==> src/rtl/uart_pkg.sv <==
// Shared types and helpers for the UART transmit path (and the future RX engine).
package uart_pkg;

    // Transmit FSM states
    typedef enum logic [2:0] {
        StIdle,
        StStart,
        StData,
        StParity,
        StStop
    } tx_state_e;

    // Parity mode encodings as seen on cfg_par
    localparam logic [1:0] PAR_NONE = 2'b00;
    localparam logic [1:0] PAR_EVEN = 2'b01;
    localparam logic [1:0] PAR_ODD  = 2'b10;
    localparam logic [1:0] PAR_MARK = 2'b11;

    localparam logic [3:0] DLEN_MIN = 4'd5;
    localparam logic [3:0] DLEN_MAX = 4'd9;
    localparam logic [3:0] DLEN_DEF = 4'd8;

    // Out-of-range data lengths fall back to 8 bits
    function automatic logic [3:0] eff_dlen(input logic [3:0] dlen);
        if (dlen >= DLEN_MIN && dlen <= DLEN_MAX) begin
            return dlen;
        end
        return DLEN_DEF;
    endfunction

endpackage

==> src/rtl/uart_sync_fifo.sv <==
// Synchronous FIFO with level/empty/full and a synchronous flush.
// Read data is the head entry, valid whenever empty is low (no bypass).
module uart_sync_fifo #(
    parameter int unsigned DEPTH = 16,
    parameter int unsigned WIDTH = 9
) (
    input  logic                     clk,
    input  logic                     rst_n,
    input  logic                     flush,
    input  logic                     push,
    input  logic [WIDTH-1:0]         wdata,
    input  logic                     pop,
    output logic [WIDTH-1:0]         rdata,
    output logic [$clog2(DEPTH):0]   level,
    output logic                     empty,
    output logic                     full
);

    localparam int unsigned AW = $clog2(DEPTH);

    logic [WIDTH-1:0] mem_q [DEPTH];
    logic [AW-1:0]    wptr_q, rptr_q;
    logic [AW:0]      count_q, count_d;
    logic             do_push, do_pop;

    assign do_push = push && !full;
    assign do_pop  = pop && !empty;

    // Storage array; not reset, contents only visible through valid entries
    always_ff @(posedge clk) begin
        if (do_push && !flush) begin
            mem_q[wptr_q] <= wdata;
        end
    end

    // Occupancy next-state; flush wins over simultaneous push/pop
    always_comb begin
        count_d = count_q;
        if (flush) begin
            count_d = '0;
        end else begin
            unique case ({do_push, do_pop})
                2'b10:   count_d = count_q + 1'b1;
                2'b01:   count_d = count_q - 1'b1;
                default: count_d = count_q;
            endcase
        end
    end

    // Pointers wrap naturally because DEPTH is a power of two
    always_ff @(posedge clk) begin
        if (!rst_n || flush) begin
            wptr_q  <= '0;
            rptr_q  <= '0;
            count_q <= '0;
        end else begin
            if (do_push) begin
                wptr_q <= wptr_q + 1'b1;
            end
            if (do_pop) begin
                rptr_q <= rptr_q + 1'b1;
            end
            count_q <= count_d;
        end
    end

    assign rdata = mem_q[rptr_q];
    assign level = count_q;
    assign empty = (count_q == '0);
    assign full  = (count_q == (AW + 1)'(DEPTH));

endmodule

==> src/rtl/uart_tx_engine_p.sv <==
// UART transmit engine: TX FIFO, per-frame shadowed config, baud divider,
// 5..9 data bits, parity, 1/2 stop bits and CTS gating at frame start.
module uart_tx_engine_p
    import uart_pkg::*;
#(
    parameter int unsigned FIFO_DEPTH = 16,
    parameter int unsigned DIV_W      = 16,
    parameter int unsigned MAX_DW     = 9
) (
    input  logic                          pclk,
    input  logic                          prst_n,
    input  logic                          cfg_en,
    input  logic [DIV_W-1:0]              cfg_div,
    input  logic [3:0]                    cfg_dlen,
    input  logic [1:0]                    cfg_par,
    input  logic                          cfg_stop2,
    input  logic                          cfg_cts_en,
    input  logic                          cfg_flush,
    input  logic                          wr_valid,
    input  logic [MAX_DW-1:0]             wr_data,
    output logic                          wr_ready,
    input  logic                          uart_cts,
    output logic                          uart_tx,
    output logic                          tx_busy,
    output logic                          tx_done,
    output logic [$clog2(FIFO_DEPTH):0]   fifo_level,
    output logic                          fifo_empty,
    output logic                          fifo_full
);

    tx_state_e state_q, state_d;

    logic              cts_meta_q, cts_s_q;
    logic [DIV_W-1:0]  cnt_q, div_q;
    logic [3:0]        dlen_q, bit_cnt_q, load_dlen;
    logic [1:0]        par_q;
    logic              stop2_q, stop_cnt_q, par_bit_q, load_par_bit;
    logic [MAX_DW-1:0] shift_q, fifo_rdata;

    logic tick, last_data, last_stop, start_ok, load, fifo_push;

    assign wr_ready  = prst_n && !fifo_full;
    assign fifo_push = wr_valid && wr_ready;

    uart_sync_fifo #(
        .DEPTH (FIFO_DEPTH),
        .WIDTH (MAX_DW)
    ) u_fifo (
        .clk   (pclk),
        .rst_n (prst_n),
        .flush (cfg_flush),
        .push  (fifo_push),
        .wdata (wr_data),
        .pop   (load),
        .rdata (fifo_rdata),
        .level (fifo_level),
        .empty (fifo_empty),
        .full  (fifo_full)
    );

    // Two-flop synchroniser for the asynchronous active-low CTS input
    always_ff @(posedge pclk) begin
        if (!prst_n) begin
            cts_meta_q <= 1'b1;
            cts_s_q    <= 1'b1;
        end else begin
            cts_meta_q <= uart_cts;
            cts_s_q    <= cts_meta_q;
        end
    end

    assign tick      = (state_q != StIdle) && (cnt_q == '0);
    assign last_data = (bit_cnt_q == dlen_q - 4'd1);
    assign last_stop = (stop_cnt_q == stop2_q);
    assign start_ok  = cfg_en && !fifo_empty && (!cfg_cts_en || !cts_s_q);

    // Parity of the word about to be loaded, over the live (not shadow) config
    always_comb begin
        logic xr;
        xr        = 1'b0;
        load_dlen = eff_dlen(cfg_dlen);
        for (int i = 0; i < int'(MAX_DW); i++) begin
            if (i < int'(load_dlen)) begin
                xr = xr ^ fifo_rdata[i];
            end
        end
        unique case (cfg_par)
            PAR_EVEN: load_par_bit = xr;
            PAR_ODD:  load_par_bit = ~xr;
            PAR_MARK: load_par_bit = 1'b1;
            default:  load_par_bit = 1'b0;
        endcase
    end

    // FSM state register
    always_ff @(posedge pclk) begin
        if (!prst_n) begin
            state_q <= StIdle;
        end else begin
            state_q <= state_d;
        end
    end

    // FSM next state; load marks the edge that pops the FIFO and starts a frame
    always_comb begin
        state_d = state_q;
        load    = 1'b0;
        if (state_q != StIdle && !cfg_en) begin
            state_d = StIdle;
        end else begin
            unique case (state_q)
                StIdle: begin
                    if (start_ok) begin
                        state_d = StStart;
                        load    = 1'b1;
                    end
                end
                StStart: begin
                    if (tick) begin
                        state_d = StData;
                    end
                end
                StData: begin
                    if (tick && last_data) begin
                        state_d = (par_q != PAR_NONE) ? StParity : StStop;
                    end
                end
                StParity: begin
                    if (tick) begin
                        state_d = StStop;
                    end
                end
                StStop: begin
                    if (tick && last_stop) begin
                        if (start_ok) begin
                            state_d = StStart;
                            load    = 1'b1;
                        end else begin
                            state_d = StIdle;
                        end
                    end
                end
                default: state_d = StIdle;
            endcase
        end
    end

    // Datapath: shadow config, baud counter, shift register and bit counters
    always_ff @(posedge pclk) begin
        if (!prst_n) begin
            cnt_q      <= '0;
            div_q      <= '0;
            dlen_q     <= DLEN_DEF;
            par_q      <= PAR_NONE;
            stop2_q    <= 1'b0;
            par_bit_q  <= 1'b0;
            shift_q    <= '0;
            bit_cnt_q  <= '0;
            stop_cnt_q <= 1'b0;
        end else if (load) begin
            shift_q    <= fifo_rdata;
            div_q      <= cfg_div;
            dlen_q     <= load_dlen;
            par_q      <= cfg_par;
            stop2_q    <= cfg_stop2;
            par_bit_q  <= load_par_bit;
            cnt_q      <= cfg_div;
            bit_cnt_q  <= '0;
            stop_cnt_q <= 1'b0;
        end else if (state_d == StIdle) begin
            cnt_q <= '0;
        end else if (tick) begin
            cnt_q <= div_q;
            if (state_q == StData) begin
                shift_q   <= shift_q >> 1;
                bit_cnt_q <= bit_cnt_q + 4'd1;
            end
            if (state_q == StStop) begin
                stop_cnt_q <= 1'b1;
            end
        end else begin
            cnt_q <= cnt_q - 1'b1;
        end
    end

    // FSM outputs decoded from registered state
    always_comb begin
        unique case (state_q)
            StIdle:   uart_tx = 1'b1;
            StStart:  uart_tx = 1'b0;
            StData:   uart_tx = shift_q[0];
            StParity: uart_tx = par_bit_q;
            StStop:   uart_tx = 1'b1;
            default:  uart_tx = 1'b1;
        endcase
        tx_busy = (state_q != StIdle);
        tx_done = (state_q == StStop) && tick && last_stop && cfg_en;
    end

endmodule

==> config.mk <==
export PLATFORM = sky130hd
export DESIGN_NAME = uart_tx_engine_p
export DESIGN_NICKNAME = d
export VERILOG_FILES = /design/src/rtl/uart_pkg.sv /design/src/rtl/uart_sync_fifo.sv /design/src/rtl/uart_tx_engine_p.sv
export SDC_FILE = /design/constraint.sdc
export NUM_CORES = 1
export LEC_CHECK = 0
export ABC_CLOCK_PERIOD_IN_PS = 10100
export BUFFER_PORTS_ARGS = -buffer_cell sky130_fd_sc_hd__buf_4
export CAP_MARGIN = 20
export CELL_PAD_IN_SITES_DETAIL_PLACEMENT = 0
export CELL_PAD_IN_SITES_GLOBAL_PLACEMENT = 1
export CORE_UTILIZATION = 45
export DETAILED_ROUTE_END_ITERATION = 16
export PLACE_DENSITY = 0.79
export SLEW_MARGIN = 10
export SYNTH_ARGS = -nofsm -noshare
export SYNTH_HDL_FRONTEND = slang
export SYNTH_SLANG_ARGS = --single-unit
==> constraint.sdc <==
create_clock -name pclk -period 10.1 [get_ports pclk]
set_input_delay 1.515 -clock pclk [delete_from_list [all_inputs] [get_ports pclk]]
set_output_delay 1.515 -clock pclk [all_outputs]
set_load 0.01 [all_outputs]
==> results.yml, run 1 <==
place:
  dp_cells: 989
  dpl.hpwl_mm: 12.6
  gp_congestion: 0.775
  io_buffers: 49
drt:
  ant_nets: 0
  vias_per_cell: 5.50
  wl_per_cell_um: 19.0
  drcViolationCount: 0
  vias: 5679
  drtIter0Drc: 394
  first_pass_iters: 4
  wirelength_mm: 19.7
floorplan:
  initial_core_util: 0.462
  die_area_sq_um: 21400
  die_w_um: 146
  core_sq_um: 20300
  num_rows: 52
  io_pins: 50
  fp.dieH_um: 146
clock_network:
  clkLatencyLatePin_ns: 0.51
  cts_buffers: 24
  clock_sink_count: 220
  cts_resized: 0
  clockBufferDepth: 3
  hold_buffers: 0
  clk_pin_slew_ns: 0.06
  cts_root_buf: "clkbuf_16"
  cts_tree: "built"
  post_cts_buffers: 0
  htreeDepth: 1
synthesis:
  synth_area_leaders: "edfxtp_1, dfxtp_1, mux4_2"
  synth_flop_cell: "edfxtp_1"
  synth_commonest_cells: "edfxtp_1, nand2_1, dfxtp_1"
  synthCells: 702
  async_reset_ff_frac: 0
  yosysUniqueCellTypes: 53
  avgSynthCellArea_sq_um: 13.4
  netlist_area_sq_um: 9370
  synth.top_cell.area_share: 0.461
  synth_most_common_cell: "edfxtp_1"
  synth_seq_cells: 220
  yosys_warnings: 0
  synth_edf_count: 144
  seq_area_frac_synth: 0.624
  synth.net_count: 754
  yosys.area.top_type: "edfxtp_1"
critical_path:
  crit_type: "reg2reg"
  cp-end-kind: "flip-flop"
  crit_required_ns: 10.54
  r2r_slack_ns: 6.16
  startpoint_type: "flip-flop"
  path_max_fanout: 30
  crit_arrival_ns: 4.37
global_routing:
  grt_max_degree: 45
  grt_usage: 0.189
  antenna_found_initial: 0
  grt_pass1_wl_mm: 31.4
  grt_overflow: 0
  grt_pass1_vias: 5829
timing:
  hold_ws_ns: 0.423
  relSlewSlack: 0.263
  finClkSkew_ns: 0.00959
  fin_crit_ns: 3.94
  fin_setup_tns_ns: 0
  final-hold-violation-count: 0
  min_period_over_period: 0.390
  finalSetupViolations: 0
  tightest_slew_ns: 1.10
  drv_slew: 0
  timing.fmax_ghz: 0.254
  rsz0062_at_grt: "no"
cells_and_area:
  finalNetCount: 798
  instances_no_fill: 1033
  drive_gt1_frac: 0.153
  synthToLayoutAreaGrowth_pct: 14.2
  fillCellCount: 1684
  antenna_cells: 0
power:
  p_total_mw: 1.93
  ir_drop_uv: 138
  leakage_nw: 3.83
  pwr_density_cell_nw_per_um2: 180
min_path:
  hold_class: "reg2reg"
status:
  status: "completed"
run:
  cap_violations: 0
routing by layer:
metal | share of wire | GRT usage | routed length (um) | vias to the layer above
li1 | - | - | - | 2690
met1 | 0.42 | 0.249 | 8300 | 2816
met2 | 0.50 | 0.323 | 9860 | 136
met3 | 0.052 | 0.0316 | 1020 | 37
met4 | 0.024 | 0.0521 | 469 | 0
met5 | 0 | 0 | 0 | -
power by group:
| part | leakage, nW | internal, mW | switching [mW] |
|---|---|---|---|
| clock | 0.368 | 0.499 | 0.341 |
| combinational | 1.55 | 0.0525 | 0.0682 |
| sequential | 1.91 | 0.965 | 0.00529 |
cells by family (layout without fill, tap and decap cells):
group	after synthesis	in the layout	synth area share
AOI/OAI and AO/OA	111	111	0.0785
xor gates and xnor gates	37	37	0.0376
adders and majority gates	13	13	0.0182
buffers and inverters	54	115	0.0267
DFF	220	220	0.624
muxes	52	52	0.111
and+or+nand+nor	215	215	0.104
final cells by class:
| cell class | instances | area, sq um | share of cell area |
|---|---|---|---|
| clock buffers | 29 | 641 | 0.0598 |
| clock inverters | 14 | 113 | 0.0105 |
| inverters | 15 | 56.3 | 0.00526 |
| multi-input cells | 428 | 3280 | 0.306 |
| flip-flops and latches | 220 | 5850 | 0.546 |
| well taps | 270 | 338 | 0.0316 |
| repair buffers | 57 | 432 | 0.0403 |
layout by cell type (no fill, tap or decap), types with 12 or more instances in the layout:
| cell type | instances |
|---|---|
| ha_1 | 12 |
| clkbuf_16 | 25 |
| a21boi_0 | 20 |
| a22oi_1 | 15 |
| mux2i_1 | 14 |
| a21oi_1 | 13 |
| nand2_1 | 98 |
| buf_4 | 56 |
| edfxtp_1 | 144 |
| nor2_1 | 52 |
| mux4_1 | 13 |
| xor2_1 | 13 |
| dfxtp_1 | 75 |
| inv_1 | 14 |
| xnor2_1 | 22 |
| o21ai_0 | 31 |
| mux4_2 | 25 |
flip-flops by register name (all words and copies together) (netlist names), 5 cells and up, named ones only:
signal and flops:
div_q 16, u_fifo.level 5, shift_q 9, cnt_q 16, u_fifo.mem_q 144
through the flow:
step           setup WS [ns]  instance area, sq um   util
4_1_cts                 6.18                 10700  0.527
5_1_grt                 5.85                 10700  0.527
6_report                6.16                 10700  0.527
2_1_floorplan           6.08                  9370      -
3_3_place_gp            5.89                  9940  0.490
3_5_place_dp            5.82                  9940  0.490
worst max-delay path, cell delays in order, from the launching register on:
cell and delay, ns:
dfxtp_1 0.34, or4_1 0.56, nor2_1 0.34, nand4_1 0.24, a21o_1 0.25, inv_2 0.42
ha_1 0.33, inv_1 0.11, fa_1 0.42, inv_1 0.08, a21o_1 0.11, a21oi_1 0.08
xnor2_1 0.13, or3_1 0.31, a21oi_1 0.13
path summary, 6_finish.rpt:
check        cells after the start         endpoint       start
max                             14  u_fifo.level[4]   cnt_q[11]
min                              1          cts_s_q  cts_meta_q
max reg2reg                     14  u_fifo.level[4]   cnt_q[11]
min reg2reg                      1          cts_s_q  cts_meta_q
(Power assumes the default switching activity.)
==> inputs of run 2 (changes only) <==
Settings changed: ABC_AREA set to 1, ABC_CLOCK_PERIOD_IN_PS 10100 to 3600, CORE_UTILIZATION 45 to 43, PLACE_DENSITY 0.79 to 0.83.
Clock period 10.1 ns to 3.6 ns, I/O delays scaled along.
==> results.yml, run 2 <==
clock_network:
  clockBufferDepth: 3
  post_cts_buffers: 0
  clk_pin_slew_ns: 0.06
  clkLatencyLatePin_ns: 0.54
  cts_buffers: 24
  cts_resized: 0
  cts_tree: "built"
  clock_sink_count: 220
  hold_buffers: 0
  cts_root_buf: "clkbuf_16"
  htreeDepth: 1
critical_path:
  path_max_fanout: 6
  r2r_slack_ns: 0.59
  crit_arrival_ns: 2.54
  ff2ff_path_depth: 18
  startpoint_type: "flip-flop"
  r2r_end: "u_fifo.level[4]"
  crit_required_ns: 3.06
  r2r_start: "cnt_q[0]"
  cp-end-kind: "output pin"
  crit_type: "reg2out"
timing:
  timing.fmax_ghz: 0.325
  fin_setup_tns_ns: 0
  hold_ws_ns: 0.217
  rsz0062_at_grt: "no"
  finalSetupViolations: 0
  drv_slew: 0
  finClkSkew_ns: 0.0231
  relSlewSlack: 0.451
  min_period_over_period: 0.855
  final-hold-violation-count: 0
  fin_crit_ns: 3.08
  tightest_slew_ns: 0.823
cells_and_area:
  drive_gt1_frac: 0.121
  ff_latch_area_sq_um: 5850
  antenna_cells: 0
  final_common_cell: "nand2_1"
  top_register: "u_fifo.mem_q"
  finalNetCount: 1204
  multi_input_area_sq_um: 3350
  reg_top3: "u_fifo.mem_q (144), cnt_q (16), div_q (16)"
  largest_reg_flops: 144
  synthToLayoutAreaGrowth_pct: 14.9
  fillCellCount: 2097
  final_cell_mix: "nand2_1, edfxtp_1, inv_1, nand3_1, nor2_1"
floorplan:
  io_pins: 50
  num_rows: 55
  die_area_sq_um: 23600
  die_w_um: 154
  core_sq_um: 22600
  initial_core_util: 0.438
  fp.dieH_um: 154
synthesis:
  synth_area_leaders: "edfxtp_1, dfxtp_1, nand2_1"
  avgSynthCellArea_sq_um: 9.11
  synth.net_count: 1140
  yosys_warnings: 0
  synth_most_common_cell: "nand2_1"
  synth_edf_count: 144
  synthCells: 1088
  netlist_area_sq_um: 9910
  async_reset_ff_frac: 0
  synth_flop_cell: "edfxtp_1"
  yosysUniqueCellTypes: 47
  seq_area_frac_synth: 0.590
  yosys.area.top_type: "edfxtp_1"
  synth_seq_cells: 220
  synth_commonest_cells: "nand2_1, edfxtp_1, inv_1"
  synth.top_cell.area_share: 0.436
power:
  pwr_density_cell_nw_per_um2: 501
  leakage_nw: 4.66
  ir_drop_uv: 390
drt:
  first_pass_iters: 11
  drtIter0Drc: 521
  drcViolationCount: 2
  vias_per_cell: 5.02
  vias: 7287
  wirelength_mm: 21.7
  ant_nets: 0
  wl_per_cell_um: 14.9
min_path:
  hold_class: "in2reg"
  holdPathEnd: "cts_meta_q"
  min_from: "uart_cts"
  hold_path_depth: 2
status:
  status: "complete, but fails checks"
  violations: "design-rule violations"
global_routing:
  antenna_found_initial: 0
  grt_pass1_vias: 6928
  grt_max_degree: 75
  met2_usage: 0.321
  grt_use_met1: 0.249
  met3_usage: 0.0276
  grt_pass1_wl_mm: 35.3
  grt_usage: 0.189
  busiest_layer: "met2"
  grt_overflow: 0
run:
  cap_violations: 0
place:
  io_buffers: 49
  dpl.hpwl_mm: 14.1
  gp_congestion: 0.866
## run 2: kinds of logic (layout without fill, tap and decap cells)
family / after synthesis / in the layout / synth area share
compound gates: 134 / 134 / 0.0753
xor+xnor: 19 / 19 / 0.0176
fa+ha+maj: 13 / 13 / 0.0172
buf+inv: 171 / 251 / 0.0716
flops: 220 / 220 / 0.590
simple gates: 531 / 531 / 0.228
## run 2: stage by stage
step / power (mW) / utilization / cell area [sq um] / std cells / setup WS, ns
6_report: 5.70 / 0.503 / 11400 / 1453 / 0.521
5_1_grt: 5.93 / 0.503 / 11400 / 1453 / 0.274
3_3_place_gp: 3.43 / 0.470 / 10600 / 1411 / 0.671
3_5_place_dp: 3.44 / 0.470 / 10600 / 1411 / 0.596
4_1_cts: 5.74 / 0.503 / 11400 / 1453 / 0.491
2_1_floorplan: 3.26 / - / 9910 / 1088 / 0.843
## run 2: layer usage
metal / part of all wire / wire length [um]
met1: 0.45 / 9810
met2: 0.48 / 10400
met3: 0.048 / 1040
met4: 0.022 / 485
met5: 0 / 0
## run 2: critical path, stage by stage (launching register included)
cell and delay (ns):
dfxtp_1 0.32, inv_1 0.06, ha_1 0.19, nand2_2 0.13, nor3_1 0.16, nand2_1 0.13
nor2_2 0.21, inv_2 0.07, nor2_1 0.39, nand3_1 0.13, nor2_1 0.12, buf_4 0.13
## run 2: worst max-delay path by stage
stage / start / endpoint / cells past startpoint
6_report: cnt_q[0] / tx_done / 11
3_5_place_dp: cnt_q[0] / u_fifo.level[4] / 18
2_1_floorplan: cnt_q[0] / u_fifo.level[4] / 19
4_1_cts: cnt_q[0] / tx_done / 11
3_3_place_gp: cnt_q[0] / u_fifo.level[4] / 18
5_1_grt: cnt_q[0] / tx_done / 11
## run 2: power breakdown
part	internal (mW)	total [mW]	switching, mW
Clock	1.34	2.31	0.978
Sequential	2.73	2.75	0.0249
Combinational	0.231	0.632	0.401
Total	4.29	5.70	1.40
## run 2: cell type report
cell class                      instances  share of cell area
Sequential cell                       220               0.514
Multi-Input combinational cell        697               0.294
Clock buffer                           30              0.0565
Timing Repair Buffer                   79              0.0521
Inverter                              130              0.0429
Tap cell                              285              0.0313
Clock inverter                         12             0.00923
